## config.mk

```make
export PLATFORM = sky130hd
export DESIGN_NAME = exe_issue_sched
export DESIGN_NICKNAME = d
export VERILOG_FILES = /design/src/rtl/exe_sched_pkg.sv /design/src/rtl/exe_issue_sched_rr_pick.sv /design/src/rtl/exe_issue_sched.sv
export SDC_FILE = /design/constraint.sdc
export NUM_CORES = 1
export LEC_CHECK = 0
export BUFFER_PORTS_ARGS = -buffer_cell sky130_fd_sc_hd__buf_4
export CAP_MARGIN = 40
export CORE_ASPECT_RATIO = 0.6
export CORE_UTILIZATION = 37
export CTS_CLUSTER_DIAMETER = 80
export CTS_CLUSTER_SIZE = 30
export DETAILED_ROUTE_END_ITERATION = 8
export PLACE_DENSITY = 0.75
export SLEW_MARGIN = 20
export SYNTH_ARGS = -nofsm -noshare
export SYNTH_HDL_FRONTEND = slang
export SYNTH_HIERARCHICAL = 1
export SYNTH_SLANG_ARGS = --single-unit
export TNS_END_PERCENT = 50
```

## constraint.sdc

```tcl
create_clock -name CLK -period 2.45 [get_ports CLK]
set_input_delay 0.245 -clock CLK [delete_from_list [all_inputs] [get_ports CLK]]
set_output_delay 0.245 -clock CLK [all_outputs]
set_load 0.05 [all_outputs]
```

## src/rtl/exe_sched_pkg.sv

```systemverilog
// Shared definitions for the EXE issue scheduler: state encoding, default
// tag width and a constant clog2 helper used for register sizing.
package exe_sched_pkg;

   typedef enum logic [1:0] {
      READY = 2'd0,
      MULTI = 2'd1,
      FLUSH = 2'd2
   } sched_state_t;

   localparam int DEF_TAG_W = 6;

   function automatic int clog2(input int value);
      int res;
      res = 0;
      while ((1 << res) < value) res++;
      return res;
   endfunction

endpackage

```

## src/rtl/exe_issue_sched_rr_pick.sv

```systemverilog
// Combinational round-robin picker: lowest set request at or above ptr,
// falling back to the lowest set request overall (masked double scan).
module rr_pick #(
   parameter int N = 4,
   parameter int W = 2
) (
   input  logic [N-1:0] req,
   input  logic [W-1:0] ptr,
   output logic [N-1:0] onehot,
   output logic [W-1:0] idx,
   output logic         any_valid
);

   logic [N-1:0] masked;
   logic         found;

   always_comb begin
      masked = '0;
      for (int i = 0; i < N; i++) begin
         masked[i] = req[i] & (W'(i) >= ptr);
      end
   end

   always_comb begin
      idx   = '0;
      found = 1'b0;
      for (int i = 0; i < N; i++) begin
         if (masked[i] && !found) begin
            idx   = W'(i);
            found = 1'b1;
         end
      end
      for (int i = 0; i < N; i++) begin
         if (req[i] && !found) begin
            idx   = W'(i);
            found = 1'b1;
         end
      end
   end

   assign any_valid = |req;

   always_comb begin
      onehot = '0;
      if (any_valid) onehot[idx] = 1'b1;
   end

endmodule

```

## src/rtl/exe_issue_sched.sv

```systemverilog
// Issue scheduler for the shared EXE unit: round-robin grant, multi-cycle
// occupancy lockout and flush bubble. Optional perf counters: EXE_SCHED_PERF_EN.
//
// state | meaning
// ------+-------------------------------------------------------------
// READY | unit free; grant the round-robin winner unless stall/flush
// MULTI | HI/LO op occupying the unit; cnt counts down to 1
// FLUSH | one-cycle bubble after a branch redirect
module exe_issue_sched
   import exe_sched_pkg::*;
#(
   parameter int NUM_REQ = 4,
   parameter int TAG_W   = DEF_TAG_W,
   parameter int DIV_LAT = 8
) (
   input  logic                       CLK,
   input  logic                       RESET,
   input  logic [NUM_REQ-1:0]         req_valid,
   input  logic [NUM_REQ-1:0]         req_multi,
   input  logic [NUM_REQ*TAG_W-1:0]   req_tag,
   input  logic                       stall,
   input  logic                       flush,
   output logic [NUM_REQ-1:0]         grant,
   output logic                       issue_valid,
   output logic [TAG_W-1:0]           issue_tag,
   output logic [clog2(NUM_REQ)-1:0]  issue_src,
   output logic                       exe_busy,
   output logic [31:0]                perf_grants,
   output logic [31:0]                perf_stall_cyc,
   output logic [31:0]                perf_busy_cyc
);

   localparam int IDX_W = clog2(NUM_REQ);
   localparam int CNT_W = clog2(DIV_LAT);

   generate
      if (DIV_LAT < 2) begin : g_bad_lat
         $error("exe_issue_sched: DIV_LAT must be >= 2");
      end
   endgenerate

   sched_state_t       state, state_nxt;
   logic [IDX_W-1:0]   rr_ptr, rr_ptr_nxt;
   logic [CNT_W-1:0]   cnt, cnt_nxt;
   logic               issue_valid_nxt;
   logic [TAG_W-1:0]   issue_tag_nxt;
   logic [IDX_W-1:0]   issue_src_nxt;

   logic [NUM_REQ-1:0] pick_onehot;
   logic [IDX_W-1:0]   pick_idx;
   logic               pick_any;
   logic               grant_en;

   rr_pick #(
      .N (NUM_REQ),
      .W (IDX_W)
   ) u_rr_pick (
      .req       (req_valid),
      .ptr       (rr_ptr),
      .onehot    (pick_onehot),
      .idx       (pick_idx),
      .any_valid (pick_any)
   );

   // RESET gates the grant so requesters never pop while the scheduler is held.
   assign grant_en = RESET && (state == READY) && !stall && !flush && pick_any;
   assign grant    = grant_en ? pick_onehot : '0;

   always_comb begin
      state_nxt       = state;
      cnt_nxt         = cnt;
      rr_ptr_nxt      = rr_ptr;
      issue_valid_nxt = 1'b0;
      issue_tag_nxt   = issue_tag;
      issue_src_nxt   = issue_src;
      if (flush) begin
         state_nxt = FLUSH;
         cnt_nxt   = '0;
      end else begin
         case (state)
            MULTI: begin
               cnt_nxt = cnt - CNT_W'(1);
               if (cnt == CNT_W'(1)) state_nxt = READY;
            end
            FLUSH: state_nxt = READY;
            default: begin
               if (grant_en) begin
                  rr_ptr_nxt      = (pick_idx == IDX_W'(NUM_REQ - 1)) ? '0 : pick_idx + IDX_W'(1);
                  issue_valid_nxt = 1'b1;
                  issue_tag_nxt   = req_tag[pick_idx*TAG_W +: TAG_W];
                  issue_src_nxt   = pick_idx;
                  if (req_multi[pick_idx]) begin
                     state_nxt = MULTI;
                     cnt_nxt   = CNT_W'(DIV_LAT - 1);
                  end
               end
            end
         endcase
      end
   end

   always_ff @(posedge CLK or negedge RESET) begin
      if (!RESET) begin
         state       <= READY;
         rr_ptr      <= '0;
         cnt         <= '0;
         issue_valid <= 1'b0;
         issue_tag   <= '0;
         issue_src   <= '0;
         exe_busy    <= 1'b0;
      end else begin
         state       <= state_nxt;
         rr_ptr      <= rr_ptr_nxt;
         cnt         <= cnt_nxt;
         issue_valid <= issue_valid_nxt;
         issue_tag   <= issue_tag_nxt;
         issue_src   <= issue_src_nxt;
         exe_busy    <= (state_nxt != READY);
      end
   end

`ifdef EXE_SCHED_PERF_EN
   logic stall_hit;
   assign stall_hit = (state == READY) && stall && pick_any;

   always_ff @(posedge CLK or negedge RESET) begin
      if (!RESET) begin
         perf_grants    <= '0;
         perf_stall_cyc <= '0;
         perf_busy_cyc  <= '0;
      end else begin
         if (grant_en && (perf_grants != 32'hFFFF_FFFF))
            perf_grants <= perf_grants + 32'd1;
         if (stall_hit && (perf_stall_cyc != 32'hFFFF_FFFF))
            perf_stall_cyc <= perf_stall_cyc + 32'd1;
         if ((state == MULTI) && (perf_busy_cyc != 32'hFFFF_FFFF))
            perf_busy_cyc <= perf_busy_cyc + 32'd1;
      end
   end
`else
   assign perf_grants    = '0;
   assign perf_stall_cyc = '0;
   assign perf_busy_cyc  = '0;
`endif

endmodule
```

# After elaboration in Yosys (flattened, before gate mapping)
# Cells that the tools add are included.
# W data, S select, Z words.
dict set report totals {
  register_bits 17
  inputBits 36
  out_inout_bits 110
  word_cells 90
}
dict set report op_classes {
  addsub 2
  multipliers 1
  magnitude_cmp 6
  eq_ne 5
  shift 1
  muxes 33
  bitwise 6
  reduce_logical 29
}
# operator count
set op_table {}
lappend op_table {{$shiftx A24 B6 Y6} 1}
lappend op_table {{$mux W2} 11}
lappend op_table {{$mux W1} 13}
lappend op_table {{$logic_and A1 B1 Y1} 12}
lappend op_table {{$logic_not A1 Y1} 9}
lappend op_table {{$mux W3} 3}
lappend op_table {{$mux W4} 2}
lappend op_table {{$pmux W3 S2} 1}
lappend op_table {{$reduce_and A3 Y1} 2}
lappend op_table {{$reduce_bool A3 Y1} 2}
lappend op_table {{$and A1 B1 Y1} 4}
lappend op_table {{$eq A2 B2 Y1 const B} 2}
lappend op_table {{$ge A1 B2 Y1 const A} 2}
lappend op_table {{$ge A2 B2 Y1 const A} 2}
lappend op_table {{$mul A2 B2 Y4 const B} 1}
lappend op_table {{$pmux W2 S2} 1}
lappend op_table {{$reduce_or A4 Y1} 1}
lappend op_table {{$eq A3 B1 Y1 const B} 1}
lappend op_table {{$lt A2 B3 Y1 const B} 1}
lappend op_table {{$sub A3 B1 Y3 const B} 1}
lappend op_table {{$add A2 B1 Y2 const B} 1}
lappend op_table {{$bmux W1 S2} 1}
lappend op_table {{$demux W1 S2} 1}
lappend op_table {{$eq A2 B1 Y1 const B} 1}
lappend op_table {{6 further kinds} 7}

# Logic depth before layout (Yosys ltp)
dict set report depth {
  depth_word 31
  mapped_depth 8
  ltp_nobuf 6
}

# Hierarchy
# Netlist, hierarchy kept.
# mod n_inst cells_each area_each_um2 seq_area_each_um2
set modules_own_cells {}
lappend modules_own_cells {exe_issue_sched 1 176 1760.4 425.4}
lappend modules_own_cells {rr_pick 1 32 201.4 0.0}

# Worst setup path after synthesis
# Ideal clock, no wire load.
dict set report synth_timing {
  kind {register to register}
  startpoint {reg rr_ptr[1]}
  endpoint {reg state[1]}
  setup_time_ps 92
  arrival_time_ps 2178
  required_ps 2358
  setup_slack_ps 181
  path_stages_with_launch 9
  n_path_buf 2
  period_less_slack_ps 2269
  path_cell_list {dfrtp_1 -> buf_6 -> mux2i_1 -> nor2_1 -> a311oi_1 -> buf_6 -> mux4_2 -> and3_1 -> o31ai_2}
}
dict set report synth_between {
  elab_chain_len 30
  word_cells_on_any_way 42
  classes_between {order compare: 4; mux: 20; bitwise: 4; reduce/logical: 14}
}
# element line
set synth_lines {}
lappend synth_lines {{from (decl)} exe_issue_sched.sv:43} ;# logic [IDX_W-1:0] rr_ptr, rr_ptr_nxt;
lappend synth_lines {{from (signal assigned)} exe_issue_sched.sv:113} ;# rr_ptr <= rr_ptr_nxt;
lappend synth_lines {{$ge A1 B2 Y1} exe_issue_sched_rr_pick.sv:20} ;# masked[i] = req[i] & (W'(i) >= ptr);
lappend synth_lines {{$and A1 B1 Y1} exe_issue_sched_rr_pick.sv:20}
lappend synth_lines {{$mux W1} exe_issue_sched_rr_pick.sv:28} ;# if (masked[i] && !found) begin
lappend synth_lines {{$logic_not A1 Y1} exe_issue_sched_rr_pick.sv:28}
lappend synth_lines {{$logic_and A1 B1 Y1} exe_issue_sched_rr_pick.sv:28}
lappend synth_lines {{$mux W1} exe_issue_sched_rr_pick.sv:28}
lappend synth_lines {{$logic_not A1 Y1} exe_issue_sched_rr_pick.sv:28}
lappend synth_lines {{$logic_and A1 B1 Y1} exe_issue_sched_rr_pick.sv:28}
lappend synth_lines {{(+16 left out)} -}
lappend synth_lines {{named net pick_idx[0]} exe_issue_sched.sv:50} ;# logic [IDX_W-1:0] pick_idx;
lappend synth_lines {{$bmux W1 S2 *} exe_issue_sched.sv:92} ;# if (req_multi[pick_idx]) begin
lappend synth_lines {{$mux W1 (not written as such) *} exe_issue_sched.sv:92}
lappend synth_lines {{$mux W2 *} exe_issue_sched.sv:92}
lappend synth_lines {{$mux W2 *} exe_issue_sched.sv:87} ;# if (grant_en) begin
lappend synth_lines {{$pmux W2 S2 *} exe_issue_sched.sv:80} ;# case (state)
lappend synth_lines {{$mux W2 *} exe_issue_sched.sv:76} ;# if (flush) begin
lappend synth_lines {{named net state_nxt[1]} exe_issue_sched.sv:42} ;# sched_state_t state, state_nxt;
lappend synth_lines {{to (signal assigned)} exe_issue_sched.sv:112} ;# state <= state_nxt;
lappend synth_lines {{to (decl)} exe_issue_sched.sv:42}
# The timed path passes the listed nets; every way through them passes the cells marked *. The select of a mux whose other input is x is not followed.
# A chain may end at the register's enable or synchronous reset.

# Worst setup path after layout
dict set report layout_timing {
  startpoint {reg rr_ptr[1]}
  endpoint {reg cnt[2]}
}
dict set report layout_between {
  elab_chain_len 28
  word_cells_on_any_way 40
  classes_between {order compare: 4; mux: 16; bitwise: 4; reduce/logical: 16}
}
# element line
set layout_lines {}
lappend layout_lines {{$ge A1 B2 Y1} exe_issue_sched_rr_pick.sv:20}
lappend layout_lines {{$and A1 B1 Y1} exe_issue_sched_rr_pick.sv:20}
lappend layout_lines {{$mux W1} exe_issue_sched_rr_pick.sv:28}
lappend layout_lines {{$logic_not A1 Y1} exe_issue_sched_rr_pick.sv:28}
lappend layout_lines {{$logic_and A1 B1 Y1} exe_issue_sched_rr_pick.sv:28}
lappend layout_lines {{$mux W1} exe_issue_sched_rr_pick.sv:28}
lappend layout_lines {{$logic_not A1 Y1} exe_issue_sched_rr_pick.sv:28}
lappend layout_lines {{$logic_and A1 B1 Y1} exe_issue_sched_rr_pick.sv:28}
lappend layout_lines {{(+13 left out)} -}
lappend layout_lines {{$logic_not A1 Y1} exe_issue_sched_rr_pick.sv:34} ;# if (req[i] && !found) begin
lappend layout_lines {{$logic_and A1 B1 Y1} exe_issue_sched_rr_pick.sv:34}
lappend layout_lines {{$mux W2 *} exe_issue_sched_rr_pick.sv:34}
lappend layout_lines {{named net pick_idx[0]} exe_issue_sched.sv:50}
lappend layout_lines {{$bmux W1 S2 *} exe_issue_sched.sv:92}
lappend layout_lines {{$mux W1 (not written as such) *} exe_issue_sched.sv:92}
lappend layout_lines {{$reduce_bool A3 Y1 (no line) *} -}
lappend layout_lines {{$reduce_and A3 Y1 (no line) *} -}
lappend layout_lines {{to (signal assigned)} exe_issue_sched.sv:114} ;# cnt <= cnt_nxt;
lappend layout_lines {{to (decl)} exe_issue_sched.sv:44} ;# logic [CNT_W-1:0] cnt, cnt_nxt;
# Marks and branches as above.

==> impl_metrics.toml <==
[clocking]
cts_sinks = 17
cts_buffer_depth = 2
cts_setup_buffers = 0
post_cts_resized = 0
cts_tree = "built"
cts.clk_slew.worst_paths_ps = 70
clock_latency_ps = 260
cts-root-buf = "clkbuf_8"
cts_made_buffers = 3
htree_levels = 1
holdBufCountCts = 1

[place]
dp_hpwl_um = 2660
port_buffers = 49
dp.cells = 317
place_congestion = 0.783

[timing]
fmax_ghz = 0.442
post-route-period-util_pct = 92.4
drv_slew = 0
rsz0062_at_grt = "no"
period_needed_ps = 2260
clock_skew_ps = 3.84
finalSetupTns_ps = 0
hold_violations = 0
setup_viol = 0

[die]
die-area_mm2 = 0.00561
rows = 20
die_w_um = 96.0
start_util_pct = 38.6
die_h_um = 58.4
io_pins = 146
core_mm2 = 0.00508

[synth]
syn_avg_cell_area_um2 = 9.43
yosysWarnings = 6
ys_types = 35
synthCells = 208
yosysSeqAreaShare_pct = 21.7
syn_area_mm2 = 0.00196
synth_seq_cells = 17

[power]
ir_drop_mv = 0.292
power.density_mw_per_mm2 = 774
leakage_nw = 1.15

[final_layout]
fin_cells = 322
fillers = 512
syn2layout_area_growth_pct = 6.82
nNetsFinal = 299
layout-drive-gt1-share_pct = 28.1
diodes = 0

[global_route]
grt_pass1_vias = 962
grt-ovfl-total = 0
grt_antenna_before_repair = 0
grt_start_max_net_pins = 19
grtUsageTotal_pct = 10.5
grt_pass1_wl_um = 4500

[setup_path]
crit_arrival_ps = 2380
cp-end-kind = "register"
start_kind = "register"
worst-path-max-fanout = 10
worstSetupPathType = "reg -> reg"
cp.required_ps = 2570

[job]
maxCapViolations = 0

[run_status]
status = "completed"

[routing]
vias = 1259
drtIter0Drc = 83
wirelength_um = 3230
routedWlPerCell_um = 10.0
viasPerCell = 3.91
route.detailed.drc = 0
drt_pre_antenna_iters = 4
drtAntennaViolNets = 0

[min_path]
hold_path.class = "in -> reg"
[layout make-up]
cell class / count / area, um^2 / area share [%]
Multi-Input combinational cell: 172 / 1090 / 51.9
Sequential cell: 17 / 425 / 20.3
Timing Repair Buffer: 53 / 413 / 19.7
Tap cell: 66 / 82.6 / 3.94
Clock buffer: 3 / 41.3 / 1.97
Inverter: 10 / 37.5 / 1.79
Clock inverter: 1 / 7.51 / 0.358
[per-layer routing]
| metal | global-route usage [%] | up-vias | wire length (um) |
|---|---|---|---|
| li1 | - | 612 | - |
| met1 | 13.5 | 591 | 1410 |
| met2 | 16.5 | 53 | 1520 |
| met3 | 4.78 | 3 | 290 |
| met4 | 1.92 | 0 | 8 |
| met5 | 0 | - | 0 |
[cells in the mapped netlist, drive strengths merged]
| library cell | count | share of area (%) |
|---|---|---|
| buf | 101 | 39 |
| dfrtp | 17 | 22 |
| inv | 10 | 1.9 |
| mux2 | 10 | 5.7 |
| mux4 | 7 | 9.2 |
| ha | 6 | 3.8 |
| nor2 | 6 | 1.1 |
| a21oi | 5 | 1.3 |
| a311oi | 5 | 2.2 |
| and3 | 5 | 1.6 |
| o21ai | 5 | 1.3 |
| nand2 | 4 | 0.77 |
| clkbuf | 3 | 0.77 |
| mux2i | 3 | 1.5 |
| a21boi | 2 | 0.77 |
| nand2b | 2 | 0.64 |
| o221a | 2 | 1.1 |
| a2111oi | 1 | 0.45 |
| a22o | 1 | 0.45 |
| a31oi | 1 | 0.32 |
| and2 | 1 | 0.32 |
| and2b | 1 | 0.45 |
| and4b | 1 | 0.51 |
| conb | 1 | 0.19 |
| nand3 | 1 | 0.25 |
| nand3b | 1 | 0.38 |
| nor2b | 1 | 0.32 |
| nor3 | 1 | 0.25 |
| o21bai | 1 | 0.38 |
| o2bb2a | 1 | 0.51 |
| o2bb2ai | 1 | 0.45 |
| o31ai | 1 | 0.64 |
[worst max-delay path, stage by stage, from the launching register on]
cell and delay [ps]:
dfrtp_1 400, mux2i_1 190, nor2_1 60, a311oi_2 320, buf_12 180, mux4_2 560, a311oi_1 310, a2111oi_0 110
[sequential cells by signal, summed over array words and instances, names as in the netlist]
name and count:
issue_src 2, state 2, cnt 3, rr_ptr 2
issue_valid 1, issue_tag 6, exe_busy 1
[metrics by stage]
step	power [mW]	setup slack, ps	hold WS [ps]	util, %	cell area (um^2)
final	1.62	187	195	41.3	2100
after global routing	1.70	34.2	193	41.3	2100
after CTS	1.63	180	183	41.3	2100
after detailed placement	1.41	176	128	40.1	2040
after global placement	1.40	242	123	40.1	2040
after floorplan	1.32	181	-50.6	-	2320
[kinds of logic (layout without fill, tap and decap cells)]
logic type / after synthesis / in the layout / synth area share [%]
AO/OA/AOI/OAI: 26 / 26 / 9.88
adder cells (fa/ha/maj): 6 / 6 / 3.83
buffers and inverters: 114 / 67 / 41.3
flip-flops: 17 / 17 / 21.7
multiplexers: 20 / 20 / 16.5
other: 1 / 96 / 0.191
AND/OR/NAND/NOR: 24 / 24 / 6.63
[final timing paths]
check / start / end / slack [ps] / cells past startpoint
setup / recovery: rr_ptr[1] / cnt[2] / 190 / 7
hold / removal: flush / cnt[0] / 200 / 2
setup reg to reg: rr_ptr[1] / cnt[2] / 190 / 7
hold reg to reg: issue_tag[5] / issue_tag[5] / 510 / 1
max in group asynchronous: RESET / cnt[0] / 1850 / 2
min in group asynchronous: RESET / rr_ptr[0] / 400 / 2
[placed cells by master, fill, tap and decap left out, types with 2 or more instances in the layout]
| master | instances |
|---|---|
| nor2_1 | 6 |
| a21boi_0 | 2 |
| mux2_2 | 10 |
| nand2b_1 | 2 |
| a21oi_1 | 5 |
| buf_4 | 51 |
| mux2i_1 | 3 |
| clkbuf_8 | 3 |
| conb_1 | 96 |
| o221a_2 | 2 |
| inv_1 | 10 |
| o21ai_0 | 5 |
| and3_1 | 5 |
| mux4_1 | 6 |
| dfrtp_1 | 17 |
| a311oi_1 | 4 |
| ha_1 | 6 |
| nand2_1 | 4 |
[where the power goes]
part           leakage (nW)  internal [mW]  switching (mW)
Sequential            0.220          0.344          0.0468
Clock                0.0217          0.115           0.104
Combinational         0.905          0.321           0.691
(Power assumes the default switching activity.)
